$ cat config.mk
export PLATFORM = sky130hd
export DESIGN_NAME = mips_datapath_gen
export DESIGN_NICKNAME = d
export VERILOG_FILES = /design/src/rtl/mips_dp_pkg.sv /design/src/rtl/mips_regfile_gen.sv /design/src/rtl/mips_datapath_gen.sv
export SDC_FILE = /design/constraint.sdc
export NUM_CORES = 1
export LEC_CHECK = 0
export ABC_AREA = 1
export CORE_MARGIN = 10
export CORE_UTILIZATION = 40
export DETAILED_ROUTE_END_ITERATION = 10
export DONT_BUFFER_PORTS = 1
export PLACE_DENSITY = 0.6
export SLEW_MARGIN = 20
export SYNTH_ARGS = -nofsm -noshare
export SYNTH_HDL_FRONTEND = slang
export SYNTH_SLANG_ARGS = --single-unit
$ cat constraint.sdc
create_clock -name clk -period 3.05 [get_ports clk]
set_clock_uncertainty 0.1 [all_clocks]
set_input_delay 0.61 -clock clk [delete_from_list [all_inputs] [get_ports clk]]
set_output_delay 0.61 -clock clk [all_outputs]
set_load 0.05 [all_outputs]
$ cat src/rtl/mips_dp_pkg.sv
// mips_dp_pkg: shared ALU op codes, mux encodings and fetch FSM states for mips_datapath_gen.
package mips_dp_pkg;
  localparam logic [2:0] ALU_AND = 3'b000;
  localparam logic [2:0] ALU_OR  = 3'b001;
  localparam logic [2:0] ALU_ADD = 3'b010;
  localparam logic [2:0] ALU_SUB = 3'b110;
  localparam logic [2:0] ALU_SLT = 3'b111;
  localparam logic [1:0] SRCB_B     = 2'b00;
  localparam logic [1:0] SRCB_STEP  = 2'b01;
  localparam logic [1:0] SRCB_IMM   = 2'b10;
  localparam logic [1:0] SRCB_IMMX4 = 2'b11;
  localparam logic [1:0] PCS_ALU    = 2'b00;
  localparam logic [1:0] PCS_ALUOUT = 2'b01;
  localparam logic [1:0] PCS_JUMP   = 2'b10;
  localparam logic [1:0] PCS_ZERO   = 2'b11;
  typedef enum logic [1:0] {F_IDLE, F_BEAT, F_DONE} fetch_state_e;
endpackage

$ cat src/rtl/mips_regfile_gen.sv
// mips_regfile_gen: REGS x WIDTH register file, two combinational reads, r0 hardwired to zero.
module mips_regfile_gen #(
  parameter int WIDTH = 8,
  parameter int REGS  = 8
) (
  input  logic                     clk,
  input  logic                     we_i,
  input  logic [$clog2(REGS)-1:0]  ra1_i,
  input  logic [$clog2(REGS)-1:0]  ra2_i,
  input  logic [$clog2(REGS)-1:0]  wa_i,
  input  logic [WIDTH-1:0]         wd_i,
  output logic [WIDTH-1:0]         rd1_o,
  output logic [WIDTH-1:0]         rd2_o
);
  logic [WIDTH-1:0] mem_q [REGS];
  always_ff @(posedge clk)
    if (we_i && wa_i != '0) mem_q[wa_i] <= wd_i;
  assign rd1_o = ra1_i == '0 ? '0 : mem_q[ra1_i];
  assign rd2_o = ra2_i == '0 ? '0 : mem_q[ra2_i];
endmodule

$ cat src/rtl/mips_datapath_gen.sv
// mips_datapath_gen: multicycle MIPS-subset datapath with built-in big-endian instruction fetch sequencer.
// Define MIPS_DATAPATH_GEN_OVF_EN to build the sticky signed-overflow flag (ovf tied 0 otherwise).
module mips_datapath_gen
  import mips_dp_pkg::*;
#(
  parameter int WIDTH = 8,
  parameter int REGS  = 8
) (
  input  logic             clk,
  input  logic             reset,
  input  logic [WIDTH-1:0] memdata,
  input  logic             mem_rvalid,
  input  logic             fetch_start,
  input  logic [2:0]       alucontrol,
  input  logic             alusrca,
  input  logic [1:0]       alusrcb,
  input  logic [1:0]       pcsource,
  input  logic             pcen,
  input  logic             iord,
  input  logic             memtoreg,
  input  logic             regdst,
  input  logic             regwrite,
  output logic [WIDTH-1:0] adr,
  output logic             mem_rd,
  output logic [WIDTH-1:0] writedata,
  output logic [31:0]      instr,
  output logic             zero,
  output logic             fetch_busy,
  output logic             fetch_done,
  output logic             ovf
);
  localparam int RA_W  = $clog2(REGS);
  localparam int BEATS = 32 / WIDTH;
  localparam int KW    = BEATS > 1 ? $clog2(BEATS) : 1;
  fetch_state_e state_q, state_d;
  logic [KW-1:0] k_q, k_d;
  logic [WIDTH-1:0] pc_q, pc_d, mdr_q, a_q, b_q, aluout_q;
  logic [31:0] ir_q, ir_d;
  logic [WIDTH-1:0] rd1, rd2, wd, imm, immx4, jt, srca, srcb, sum, diff, aluresult, pcsrc_val;
  logic [RA_W-1:0] wa;
  logic busy, beat, last;
  mips_regfile_gen #(.WIDTH(WIDTH), .REGS(REGS)) u_rf (
    .clk  (clk),
    .we_i (regwrite),
    .ra1_i(ir_q[21+:RA_W]),
    .ra2_i(ir_q[16+:RA_W]),
    .wa_i (wa),
    .wd_i (wd),
    .rd1_o(rd1),
    .rd2_o(rd2)
  );
  assign wa    = regdst ? ir_q[16+:RA_W] : ir_q[11+:RA_W];
  assign wd    = memtoreg ? aluout_q : mdr_q;
  assign imm   = WIDTH'($signed(ir_q[15:0]));
  assign immx4 = imm << 2;
  assign jt    = WIDTH'({ir_q[25:0], 2'b00});
  assign srca  = alusrca ? pc_q : a_q;
  assign srcb  = alusrcb == SRCB_B ? b_q : alusrcb == SRCB_STEP ? WIDTH'(WIDTH / 8) :
                 alusrcb == SRCB_IMM ? imm : immx4;
  assign sum   = srca + srcb;
  assign diff  = srca - srcb;
  assign aluresult = alucontrol == ALU_AND ? srca & srcb :
                     alucontrol == ALU_OR  ? srca | srcb :
                     alucontrol == ALU_ADD ? sum :
                     alucontrol == ALU_SUB ? diff :
                     alucontrol == ALU_SLT ? {{(WIDTH-1){1'b0}}, $signed(srca) < $signed(srcb)} : '0;
  assign zero      = aluresult == '0;
  assign pcsrc_val = pcsource == PCS_ALU ? aluresult : pcsource == PCS_ALUOUT ? aluout_q :
                     pcsource == PCS_JUMP ? jt : '0;
  assign busy = state_q != F_IDLE;
  assign beat = state_q == F_BEAT;
  assign last = k_q == KW'(BEATS - 1);
  always_ff @(posedge clk or posedge reset)
    if (reset) state_q <= F_IDLE;
    else state_q <= state_d;
  always_comb begin
    state_d = state_q == F_IDLE ? (fetch_start ? F_BEAT : F_IDLE) :
              state_q == F_BEAT ? (mem_rvalid && last ? F_DONE : F_BEAT) : F_IDLE;
    k_d = state_q == F_IDLE ? '0 : beat && mem_rvalid && !last ? k_q + KW'(1) : k_q;
    ir_d = ir_q;
    if (beat && mem_rvalid) ir_d[(BEATS - 1 - int'(k_q)) * WIDTH +: WIDTH] = memdata;
    pc_d = state_q == F_DONE ? pc_q + WIDTH'(4) : !busy && pcen ? pcsrc_val : pc_q;
  end
  // While fetching, the sequencer owns the address bus regardless of iord.
  always_comb begin
    mem_rd     = beat;
    fetch_busy = busy;
    fetch_done = state_q == F_DONE;
    adr        = busy ? pc_q + WIDTH'(k_q) * WIDTH'(WIDTH / 8) : iord ? pc_q : aluout_q;
  end
  always_ff @(posedge clk or posedge reset)
    if (reset) begin
      k_q      <= '0;
      pc_q     <= '0;
      ir_q     <= '0;
      mdr_q    <= '0;
      a_q      <= '0;
      b_q      <= '0;
      aluout_q <= '0;
    end else begin
      k_q      <= k_d;
      pc_q     <= pc_d;
      ir_q     <= ir_d;
      a_q      <= rd1;
      b_q      <= rd2;
      aluout_q <= aluresult;
      if (mem_rvalid && !busy) mdr_q <= memdata;
    end
  assign instr     = ir_q;
  assign writedata = b_q;
`ifdef MIPS_DATAPATH_GEN_OVF_EN
  logic ovf_q, add_ovf, sub_ovf;
  assign add_ovf = srca[WIDTH-1] == srcb[WIDTH-1] && sum[WIDTH-1] != srca[WIDTH-1];
  assign sub_ovf = srca[WIDTH-1] != srcb[WIDTH-1] && diff[WIDTH-1] != srca[WIDTH-1];
  always_ff @(posedge clk or posedge reset)
    if (reset) ovf_q <= 1'b0;
    else if ((pcen || regwrite) && ((alucontrol == ALU_ADD && add_ovf) || (alucontrol == ALU_SUB && sub_ovf)))
      ovf_q <= 1'b1;
  assign ovf = ovf_q;
`else
  assign ovf = 1'b0;
`endif
endmodule

# Word-level counts from Yosys, hierarchy flattened
# Memories as Yosys holds them, arrays and structs flattened.
# Cells that the tools add are included.
# W data, S select, Z words.
[word_totals]
reg_bits = 76
ramBits = 64
inputBits = 25
elab_cells = 80
memories = 1
[memory_table]
columns = ["name", "depth", "width", "read_ports", "rd_clocked_by_memory_dff", "write_ports", "line", "text"]
rows = [
  ["u_rf.mem_q", 8, 8, 2, 0, 1, "mips_regfile_gen.sv:15", "logic [WIDTH-1:0] mem_q [REGS];"],
]
[classes]
add_sub_neg = 7
order_cmp = 1
eq_ne = 11
n_shift = 2
n_mux = 29
n_bitwise = 2
n_reduce_logical = 19
[ops]
columns = ["cell", "count"]
rows = [
  ["$mux W8", 18],
  ["$neg A6 Y33", 1],
  ["$shift A8 B33 Y32 const A", 1],
  ["$shiftx A8 B33 Y32", 1],
  ["$bwmux W32", 1],
  ["$mux W2", 5],
  ["$logic_not A3 Y1", 3],
  ["$add A8 B2 Y8", 1],
  ["$add A8 B3 Y8 const B", 1],
  ["$add A8 B8 Y8", 1],
  ["$and A8 B8 Y8", 1],
  ["$eq A2 B2 Y1 const B", 4],
  ["$logic_not A8 Y1", 1],
  ["$lt A8 B8 Y1", 1],
  ["$or A8 B8 Y8", 1],
  ["$sub A8 B8 Y8", 1],
  ["$eq A2 B1 Y1 const B", 3],
  ["$eq A3 B3 Y1 const B", 2],
  ["$logic_and A1 B1 Y1", 6],
  ["$logic_not A2 Y1", 3],
  ["$reduce_bool A2 Y1", 3],
  ["$mux W1", 4],
  ["$eq A3 B1 Y1 const B", 1],
  ["$eq A3 B2 Y1 const B", 1],
  ["other kinds (5)", 6],
]

# Longest topological paths before layout
# Gate-level depths: netlist of the first run.
[logic_depth]
ltp_word = 13
mapped_depth = 22
depth_no_buf = 20

# Cells and area by module
# Synthesis of the first run repeated with hierarchy kept, for this count alone.
[hier_totals]
cells_unflattened = 1075
hier_area_um2 = 8463.1
[modules_own_cells]
columns = ["mod", "instances", "cells_per_inst", "area_each_um2", "seq_area_each_um2"]
rows = [
  ["mips_datapath_gen", 1, 653, 4948.5, 1901.8],
  ["mips_regfile_gen", 1, 422, 3514.6, 1921.8],
]

# Worst setup path before layout of the first run
# No wires, ideal clock.
[synth_timing]
kind = "input to output"
from = "input port alusrcb[0]"
to = "output port zero"
t_arrival_ns = 3.149
required_ns = 2.340
path_slack_ns = -0.809
stages = 16
path_cell_list = "clkbuf_1 -> inv_1 -> nand2_1 -> o21ai_0 -> inv_1 -> ha_1 -> inv_1 -> fa_1 -> nor2_1 -> nor2_1 -> xor2_1 -> nand2_1 -> nand4_1 -> nor2_1 -> nand3b_1 -> nor2_1"
[synth_rtl]
columns = ["item", "line", "text"]
rows = [
  ["start, declared", "mips_datapath_gen.sv:16", "input logic [1:0] alusrcb,"],
  ["$eq A2 B2 Y1", "mips_datapath_gen.sv:59", "alusrcb == SRCB_IMM ? imm : immx4;"],
  ["$mux W8", "mips_datapath_gen.sv:59", ""],
  ["$mux W8", "mips_datapath_gen.sv:58", "assign srcb = alusrcb == SRCB_B ? b_q : alusrcb == SRCB_STEP ? WIDTH'(WIDTH / 8) :"],
  ["$mux W8 (*)", "mips_datapath_gen.sv:58", ""],
  ["$sub A8 B8 Y8", "mips_datapath_gen.sv:61", "assign diff = srca - srcb;"],
  ["$mux W8", "mips_datapath_gen.sv:65", "alucontrol == ALU_SUB ? diff :"],
  ["$mux W8", "mips_datapath_gen.sv:64", "alucontrol == ALU_ADD ? sum :"],
  ["$mux W8", "mips_datapath_gen.sv:63", "alucontrol == ALU_OR ? srca | srcb :"],
  ["$mux W8 (*)", "mips_datapath_gen.sv:62", "assign aluresult = alucontrol == ALU_AND ? srca & srcb :"],
  ["net aluresult[4]", "mips_datapath_gen.sv:39", "logic [WIDTH-1:0] rd1, rd2, wd, imm, immx4, jt, srca, srcb, sum, diff, aluresult, pcsrc_val;"],
  ["$logic_not A8 Y1 (*)", "mips_datapath_gen.sv:67", "assign zero = aluresult == '0;"],
  ["end, declared", "mips_datapath_gen.sv:27", "output logic zero,"],
]
# The timed path passes the listed nets; every way through them passes the cells marked *.

# Worst setup path after layout of the first run
[layout_timing]
from = "register ir_q[0] (netlist: instr[0])"
to = "output port zero"
[layout_rtl]
columns = ["item", "line", "text"]
rows = [
  ["start, declared", "mips_datapath_gen.sv:38", "logic [31:0] ir_q, ir_d;"],
  ["start signal, assigned", "mips_datapath_gen.sv:103", "ir_q <= ir_d;"],
  ["$mux W8 (*)", "mips_datapath_gen.sv:59", ""],
  ["$mux W8 (*) (2 in a row)", "mips_datapath_gen.sv:58", ""],
  ["$sub A8 B8 Y8", "mips_datapath_gen.sv:61", ""],
  ["$mux W8", "mips_datapath_gen.sv:65", ""],
  ["$mux W8 (*)", "mips_datapath_gen.sv:64", ""],
  ["$mux W8 (*)", "mips_datapath_gen.sv:63", ""],
  ["$mux W8 (*)", "mips_datapath_gen.sv:62", ""],
  ["net aluresult[1]", "mips_datapath_gen.sv:39", ""],
  ["$logic_not A8 Y1 (*)", "mips_datapath_gen.sv:67", ""],
]
# Marked as above.

==> results of run 1 <==
==> through the flow <==
step	area (um^2)	setup TNS (ns)	hold slack [ns]	utilization, %
final	9830	-0.556	0.0294	50.5
after global routing	9830	-0.751	0.0802	50.5
after CTS	9830	-1.28	0.0528	50.5
after detailed placement	9120	-0.561	0.380	46.8
after global placement	9120	-0.540	0.376	46.8
after floorplan	8000	-0.336	0.349	-
==> final cells by class <==
cell class	count	area (um^2)	share of cell area, %
multi-input cells	658	3600	36.6
repair buffers	130	1050	10.7
inverters	123	463	4.71
well taps	265	332	3.37
clock inverters	14	134	1.36
clock buffers	17	425	4.33
flip-flops and latches	140	3830	38.9
==> synthesized netlist by cell type, drive strengths merged, types with 7 or more instances <==
master  count
a31oi      10
dfrtp      76
nand2     137
nor2      104
nand4      28
edfxtp     64
clkbuf     24
ha         32
inv       120
nand3      33
o22ai       7
a21oi      66
a22o        8
buf        16
o21ai     181
==> power groups by stage <==
stage,clock network (W),logic [W],registers [W]
after global routing,0.00211,0.00556,0.00325
after global placement,0,0.00488,0.00323
final,0.00199,0.00507,0.00320
after floorplan,0,0.00287,0.00340
after CTS,0.00200,0.00503,0.00320
after detailed placement,0,0.00492,0.00323
==> kinds of logic (layout without fill, tap and decap cells) <==
kind of cell,Yosys count,after routing
AO/OA/AOI/OAI,290,290
XOR/XNOR,3,3
AND/OR/NAND/NOR,319,319
adder cells (fa/ha/maj),35,35
buffers and inverters,163,284
multiplexers,2,2
flip-flops,140,140
other,1,9
==> worst paths after layout <==
path / startpoint / end / depth (start not counted)
min: reset / pc_q[5] / 1
min reg2reg: mdr_q[7] / mdr_q[7] / 2
max: instr[0] / zero / 16
max reg2reg: instr[0] / pc_q[1] / 18
min in group clk: fetch_start / state_q[0] / 1
max in group asynchronous: reset / k_q[1] / 2
==> sequential cells by signal, summed over array words and instances (netlist names) <==
signal / flops
pc_q: 8
state_q: 2
writedata: 8
u_rf.mem_q: 64
aluout_q: 8
mdr_q: 8
instr: 32
a_q: 8
k_q: 2
==> per-layer routing <==
layer | part of all wire (%) | vias up
met5 | 0 | -
met4 | 2.8 | 0
met3 | 7.1 | 42
met2 | 49 | 268
met1 | 42 | 3374
li1 | - | 3473
==> what timing repair did <==
| action | in CTS | in global routing |
|---|---|---|
| setup buffers | 15 | 3 |
| hold buffers | 0 | 0 |
| pin swaps | 8 | 10 |
| gates resized for setup | 13 | 12 |
| setup endpoints to repair | 1 | 4 |
==> impl_metrics.ini, run 1 <==
[yosys]
synth_top_family_by_area = compound AO/OA/AOI/OAI gates
synth.mux.area_fraction_pct = 0.284
async_flop_share_pct = 54.3
synth_area_um2 = 7940
ys_types = 47
synth_compound_area_share_pct = 19.9
synth-xor-area-share_pct = 0.331
yosysTopAreaCell = edfxtp_1
synth.area.top_cells = edfxtp_1 24%, dfrtp_1 24%, o21ai_0 11%, nand2_1 6.3%, inv_1 5.5%
avgSynthCellArea_um2 = 8.33
synthFlopType = dfrtp_1
synth_edf_count = 64
synthCells = 953
yosys.area_share.simple_pct = 17.4
ys_seq_elements = 140
ys_seq_area_share_pct = 48.2
synth_top_area_share_pct = 24.2
synthAdderAreaFrac_pct = 5.80
ys_warn_count = 0

[run_status]
outcome = finished, violations left
violations = setup timing

[critical_path]
crit_path_top_delay_cell = fa_2
path_max_fanout = 3
path_cells = inv_2 > o21ai_1 > o21ai_1 > inv_1 > ha_4 > inv_2 > fa_2 > nor3_2 > a21oi_2 > o211ai_1 > nor2_1 > nand2_1 > nor2_2 > nand3b_1 > nor2_4 > buf_12
rrSetupSlack_ns = 0.21
max_stage_delay_ns = 0.52
crit_buf_inv = 4
required_ns = 2.34
endpoint_kind = primary output
crit_family = adder cells
cp-start-kind = flip-flop
crit_type = flip-flop to primary output
arrival_ns = 2.90

[floorplanning]
io_pins = 78
die-width_um = 161
die_h_um = 161
rows = 51
start_util_pct = 40.8
die_area_um2 = 25900
core-area_um2 = 19500

[global_route]
busiest_layer = met2
grt_pass1_wl_um = 38100
grt_pass1_vias = 6874
gr-usage-met2_pct = 30.9
grt_use_total_pct = 18.6
antenna_found_initial = 0
overflow = 0
grt.met1_usage_pct = 22.8
use_met3_pct = 4.70
grt_start_max_net_pins = 48

[sta]
fmax_mhz = 277
finalWorstSetupSlack_ns = -0.556
rsz0062_at_grt = yes
max_slew.worst_pin.slew_ns = 0.882
setup_viol = 1
post-route-period-util_pct = 118
finalHoldViolCount = 0
period_minus_slack_ns = 3.61
relSlewSlack_pct = 40.6
finalMaxSlewViolations = 0

[route]
dr.pass1.iters = 5
drtIter0Drc = 629
routed_wl_um = 24300
vias = 7157
vias_per_cell = 5.31
postRouteAntennaNets = 0
wire_per_inst_um = 18.0
drcViolationCount = 0

[clocking]
cts_max_path_buffers = 2
cts_tree = done
cts.sinks = 140
htreeDepth = 4
clk_latency_ns = 0.43
clkTransAtPathRegs_ns = 0.06
numCtsBuffers = 17
root_buffer = clkbuf_16

[pwr]
p_total_w = 0.0103
share_clk_of_total_power_pct = 19.4
share_seq_of_total_power_pct = 31.2
peakVddDrop_mv = 0.564
pwr_density_cell_nw_per_um2 = 1040
p_switching_w = 0.00486
leakagePower_nw = 4.43
power_switching_share_pct = 47.4
p_int_w = 0.00539
p_comb_share_pct = 49.4

[layout]
final_cells = 1347
synthToLayoutAreaGrowth_pct = 23.9
num_antenna_cells = 0
final_cell_mix = 169 x o21ai_0, 133 x nand2_1, 124 x buf_4, 110 x inv_1, 97 x nor2_1
final_common_cell = o21ai_0
drive_gt1_share_pct = 19.1
final_nets = 1130
fillers = 1846

[placement]
dpl.hpwl_um = 17800
dp.cells = 1305
portBuffers = 0
dpl_worst_slack_ns = -0.561
place.gp.congestion = 0.927

[hold_path]
hold_class = primary input to async pin

[job]
drv_cap = 0
No activity file was read; power rests on OpenSTA's default activity.
==> run 2: changes to the inputs <==
--- a/config.mk
+++ b/config.mk
@@ -10,7 +10,7 @@
 export CORE_UTILIZATION = 40
 export DETAILED_ROUTE_END_ITERATION = 10
 export DONT_BUFFER_PORTS = 1
-export PLACE_DENSITY = 0.6
+export PLACE_DENSITY = 0.58
 export SLEW_MARGIN = 20
 export SYNTH_ARGS = -nofsm -noshare
 export SYNTH_HDL_FRONTEND = slang
==> constraint.sdc (replaced) <==
create_clock -name clk -period 3.8 [get_ports clk]
set_clock_uncertainty 0.1 [all_clocks]
set_input_delay 0.76 -clock clk [delete_from_list [all_inputs] [get_ports clk]]
set_output_delay 0.76 -clock clk [all_outputs]
set_load 0.05 [all_outputs]
==> impl_metrics.ini, run 2 (synthesis results as in run 1) <==
[job]
drv_cap = 0

[pwr]
p_total_w = 0.00808
peakVddDrop_mv = 0.381
pwr_density_cell_nw_per_um2 = 840
leakagePower_nw = 4.24

[floorplanning]
rows = 51
die-width_um = 161
io_pins = 78
die_h_um = 161
die_area_um2 = 25900
start_util_pct = 40.8
core-area_um2 = 19500

[placement]
place.gp.congestion = 0.918
dpl.hpwl_um = 17800
dpl_worst_slack_ns = -0.0866
portBuffers = 0

[route]
wire_per_inst_um = 18.8
vias_per_cell = 5.38
routed_wl_um = 24600
vias = 7053
drcViolationCount = 0
drtIter0Drc = 555
postRouteAntennaNets = 0
dr.pass1.iters = 6

[layout]
drive_gt1_share_pct = 18.1
fillers = 1874
largest_register_ffs = 64
synthToLayoutAreaGrowth_pct = 21.2
final_common_cell = o21ai_0
final_cell_mix = 167 x o21ai_0, 130 x nand2_1, 105 x inv_1, 96 x nor2_1, 90 x buf_4
final_nets = 1093
num_antenna_cells = 0
fin_util_pct = 49.4
largest-register = u_rf.mem_q

[critical_path]
path_max_fanout = 7
cp-start-kind = primary input
arrival_ns = 2.93
endpoint_kind = primary output
crit_type = primary input to primary output
required_ns = 2.94

[clocking]
root_buffer = clkbuf_16
clkTransAtPathRegs_ns = 0.06
cts.sinks = 140
cts_max_path_buffers = 2
numCtsBuffers = 17
htreeDepth = 4
cts_tree = done
ctsHoldBuffers = 0
clk_latency_ns = 0.43

[global_route]
grt_start_max_net_pins = 60
overflow = 0
antenna_found_initial = 0
grt_pass1_vias = 6587
grt_use_total_pct = 18.5
grt_pass1_wl_um = 37600

[sta]
tns_ns = 0
rsz0062_at_grt = yes
post-route-period-util_pct = 99.6
max_slew.worst_pin.slew_ns = 1.03
setup_viol = 0
finalMaxSlewViolations = 0
period_minus_slack_ns = 3.79
fmax_mhz = 264
finalHoldViolCount = 0
relSlewSlack_pct = 31.0
fin_worst_hold_slack_ns = 0.221
finalWorstSetupSlack_ns = 0.0139

[run_status]
outcome = finished clean

[hold_path]
hold_class = primary input to async pin
## run 2: layout make-up
cell class              count  area (um^2)  area share, %
inverters                 123          470           4.89
well taps                 265          332           3.45
clock buffers              17          425           4.42
flip-flops and latches    140         3830           39.8
repair buffers             93          718           7.47
clock inverters            15          146           1.52
multi-input cells         658         3700           38.5
## run 2: what timing repair did
| item | in CTS | in global routing |
|---|---|---|
| resized for setup | 27 | 35 |
| pin swaps | 7 | 25 |
| setup buffers | 6 | 10 |
| endpoints found under the setup margin | 1 | 1 |
## run 2: routing by layer
layer	track usage (%)	up-vias	share of wire (%)
met2	31.1	209	50
li1	-	3411	-
met5	0	-	0
met4	6.91	0	2.2
met3	3.60	43	5.1
met1	23.1	3390	43
## run 2: path summary, 6_finish.rpt
kind                       depth (start not counted)  slack, ns         end         from
setup / recovery                                  19       0.01        zero   alusrcb[1]
hold reg to reg                                    2       0.39    mdr_q[7]     mdr_q[7]
setup reg to reg                                  18       1.09     pc_q[5]     instr[4]
hold / removal                                     1       0.22     pc_q[6]        reset
min in group clk                                   1       0.38  state_q[0]  fetch_start
max in group asynchronous                          2       2.62    instr[3]        reset
## run 2: metrics by stage
| stage | cell area [um^2] | std cells |
|---|---|---|
| after floorplan | 7970 | 961 |
| after global placement | 8730 | 1263 |
| after detailed placement | 8730 | 1263 |
| after CTS | 9420 | 1301 |
| after global routing | 9620 | 1311 |
| final | 9620 | 1311 |
## run 2: power breakdown
part / switching (W) / internal, W / total, W
Clock: 0.000652 / 0.000961 / 0.00161
Combinational: 0.00262 / 0.00124 / 0.00386
Sequential: 0.000600 / 0.00200 / 0.00260
## run 2: worst max-delay path: stages
cell	delay, ns
clkinvlp_4	0.10
buf_4	0.16
nand2_1	0.06
and3_4	0.19
inv_4	0.04
ha_4	0.31
inv_2	0.05
nand2_1	0.07
nand2_2	0.06
buf_4	0.13
nand2_1	0.05
nand3b_1	0.08
or2_0	0.20
nand3_1	0.08
nand4_2	0.09
inv_1	0.07
nand3b_1	0.12
nor2_4	0.15
buf_12	0.14
==> run 3: changes to the inputs <==
--- a/config.mk
+++ b/config.mk
@@ -11,6 +11,7 @@
 export DETAILED_ROUTE_END_ITERATION = 10
 export DONT_BUFFER_PORTS = 1
 export PLACE_DENSITY = 0.58
+export SKIP_CTS_REPAIR_TIMING = 1
 export SLEW_MARGIN = 20
 export SYNTH_ARGS = -nofsm -noshare
 export SYNTH_HDL_FRONTEND = slang
==> impl_metrics.ini, run 3 (synthesis results as in run 1) <==
[clocking]
clkTransAtPathRegs_ns = 0.06
cts_tree = done
htreeDepth = 4
root_buffer = clkbuf_16
numCtsBuffers = 17
cts_max_path_buffers = 2
cts.sinks = 140
clk_latency_ns = 0.43

[layout]
drive_gt1_share_pct = 17.0
synthToLayoutAreaGrowth_pct = 20.4
final_nets = 1086
final_common_cell = o21ai_0
largest_register_ffs = 64
largest-register = u_rf.mem_q
final_cell_mix = 167 x o21ai_0, 131 x nand2_1, 106 x inv_1, 96 x nor2_1, 83 x buf_4
finalInstanceArea_um2 = 9550
num_antenna_cells = 0
fillers = 1888

[floorplanning]
core-area_um2 = 19500
start_util_pct = 40.8
die-width_um = 161
io_pins = 78
die_h_um = 161
rows = 51
die_area_um2 = 25900

[global_route]
overflow = 0
grt_pass1_vias = 6544
grt_use_total_pct = 18.5
grt_pass1_wl_um = 37400
grt_start_max_net_pins = 60
antenna_found_initial = 0

[critical_path]
crit_path_top_delay_cell = fa_2
cp_common_cell = nor2_1
rrSetupSlack_ns = 1.13
path_max_fanout = 5
ff2ff_path_depth = 20
crit_family = simple AND/OR/NAND/NOR gates
r2r_end = pc_q[7]
cp-start-kind = primary input
crit_buf_inv = 5
crit_type = primary input to primary output
max_stage_delay_ns = 0.51
endpoint_kind = primary output
path_cells = clkinvlp_4 > buf_6 > nand2_2 > o21ai_2 > inv_2 > ha_4 > inv_1 > fa_2 > nor3_1 > a21oi_2 > o211ai_1 > nor2_1 > nand2_1 > nor2_1 > nand3b_1 > nor2_4 > buf_12
rr_startpoint = instr[4]
required_ns = 2.94
cp.depth = 17
arrival_ns = 2.94

[run_status]
outcome = finished clean

[placement]
place_area_um2 = 8730
portBuffers = 0
dpl.hpwl_um = 17800
place.gp.congestion = 0.918

[route]
vias = 6969
routed_wl_um = 24400
drtIter0Drc = 564
wire_per_inst_um = 18.7
dr.pass1.iters = 5
postRouteAntennaNets = 0
drcViolationCount = 0
vias_per_cell = 5.34

[sta]
period_minus_slack_ns = 3.80
relSlewSlack_pct = 31.3
finalHoldViolCount = 0
setup_viol = 0
post-route-period-util_pct = 99.9
fmax_mhz = 263
max_slew.worst_pin.slew_ns = 1.02
finalMaxSlewViolations = 0
rsz0062_at_grt = yes

[pwr]
power_switching_share_pct = 48.0
leakagePower_nw = 4.20
share_clk_of_total_power_pct = 20.1
p_total_w = 0.00804
p_comb_share_pct = 47.6
pwr_density_cell_nw_per_um2 = 842
p_switching_w = 0.00386
peakVddDrop_mv = 0.384
p_int_w = 0.00419
share_seq_of_total_power_pct = 32.3

[job]
drv_cap = 0

[hold_path]
hold_class = primary input to async pin
run 3: cell count changes in the layout (fill, tap and decap cells not counted), sizes merged:
cell,change
buf,-7
run 3: cell type report:
class / instances / area (um^2) / share of cell area (%)
Inverter: 123 / 468 / 4.90
Clock buffer: 17 / 425 / 4.45
Sequential cell: 140 / 3830 / 40.0
Multi-Input combinational cell: 658 / 3690 / 38.6
Clock inverter: 15 / 146 / 1.53
Timing Repair Buffer: 86 / 666 / 6.97
Tap cell: 265 / 332 / 3.47
run 3: power by group through the flow:
stage / clock network [W] / logic (W) / registers (W)
after floorplan: 0 / 0.00230 / 0.00273
after global placement: 0 / 0.00363 / 0.00263
after detailed placement: 0 / 0.00364 / 0.00264
after CTS: 0.00164 / 0.00366 / 0.00261
after global routing: 0.00171 / 0.00421 / 0.00264
final: 0.00161 / 0.00383 / 0.00260
run 3: per-stage QoR:
| step | hold WS (ns) | util (%) | setup slack, ns | instances | TNS [ns] |
|---|---|---|---|---|---|
| final | 0.218 | 49.1 | 0.00478 | 1304 | 0 |
| after detailed placement | 0.376 | 44.8 | -0.0866 | 1263 | -0.0866 |
| after CTS | 0.362 | 47.8 | -0.229 | 1295 | -0.229 |
| after global placement | 0.374 | 44.8 | -0.0871 | 1263 | -0.0871 |
| after global routing | 0.269 | 49.1 | -0.137 | 1304 | -0.137 |
| after floorplan | 0.349 | - | 0.0267 | 961 | 0 |
run 3: metal layers:
| layer | part of all wire (%) | track usage, % | up-vias | wire, um |
|---|---|---|---|---|
| met2 | 50 | 30.9 | 210 | 12100 |
| met3 | 5.4 | 3.60 | 35 | 1310 |
| li1 | - | - | 3401 | - |
| met4 | 2.0 | 6.74 | 0 | 485 |
| met5 | 0 | 0 | - | 0 |
| met1 | 43 | 23.1 | 3323 | 10500 |
run 3: how the worst max path moves through the flow:
stage                      end       start  slack [ns]
after global routing      zero  alusrcb[1]       -0.14
after CTS                 zero    instr[4]       -0.23
after global placement    zero  alusrcb[1]       -0.09
after floorplan           zero  alusrcb[0]        0.03
after detailed placement  zero  alusrcb[1]       -0.09
final                     zero  alusrcb[1]       0.005
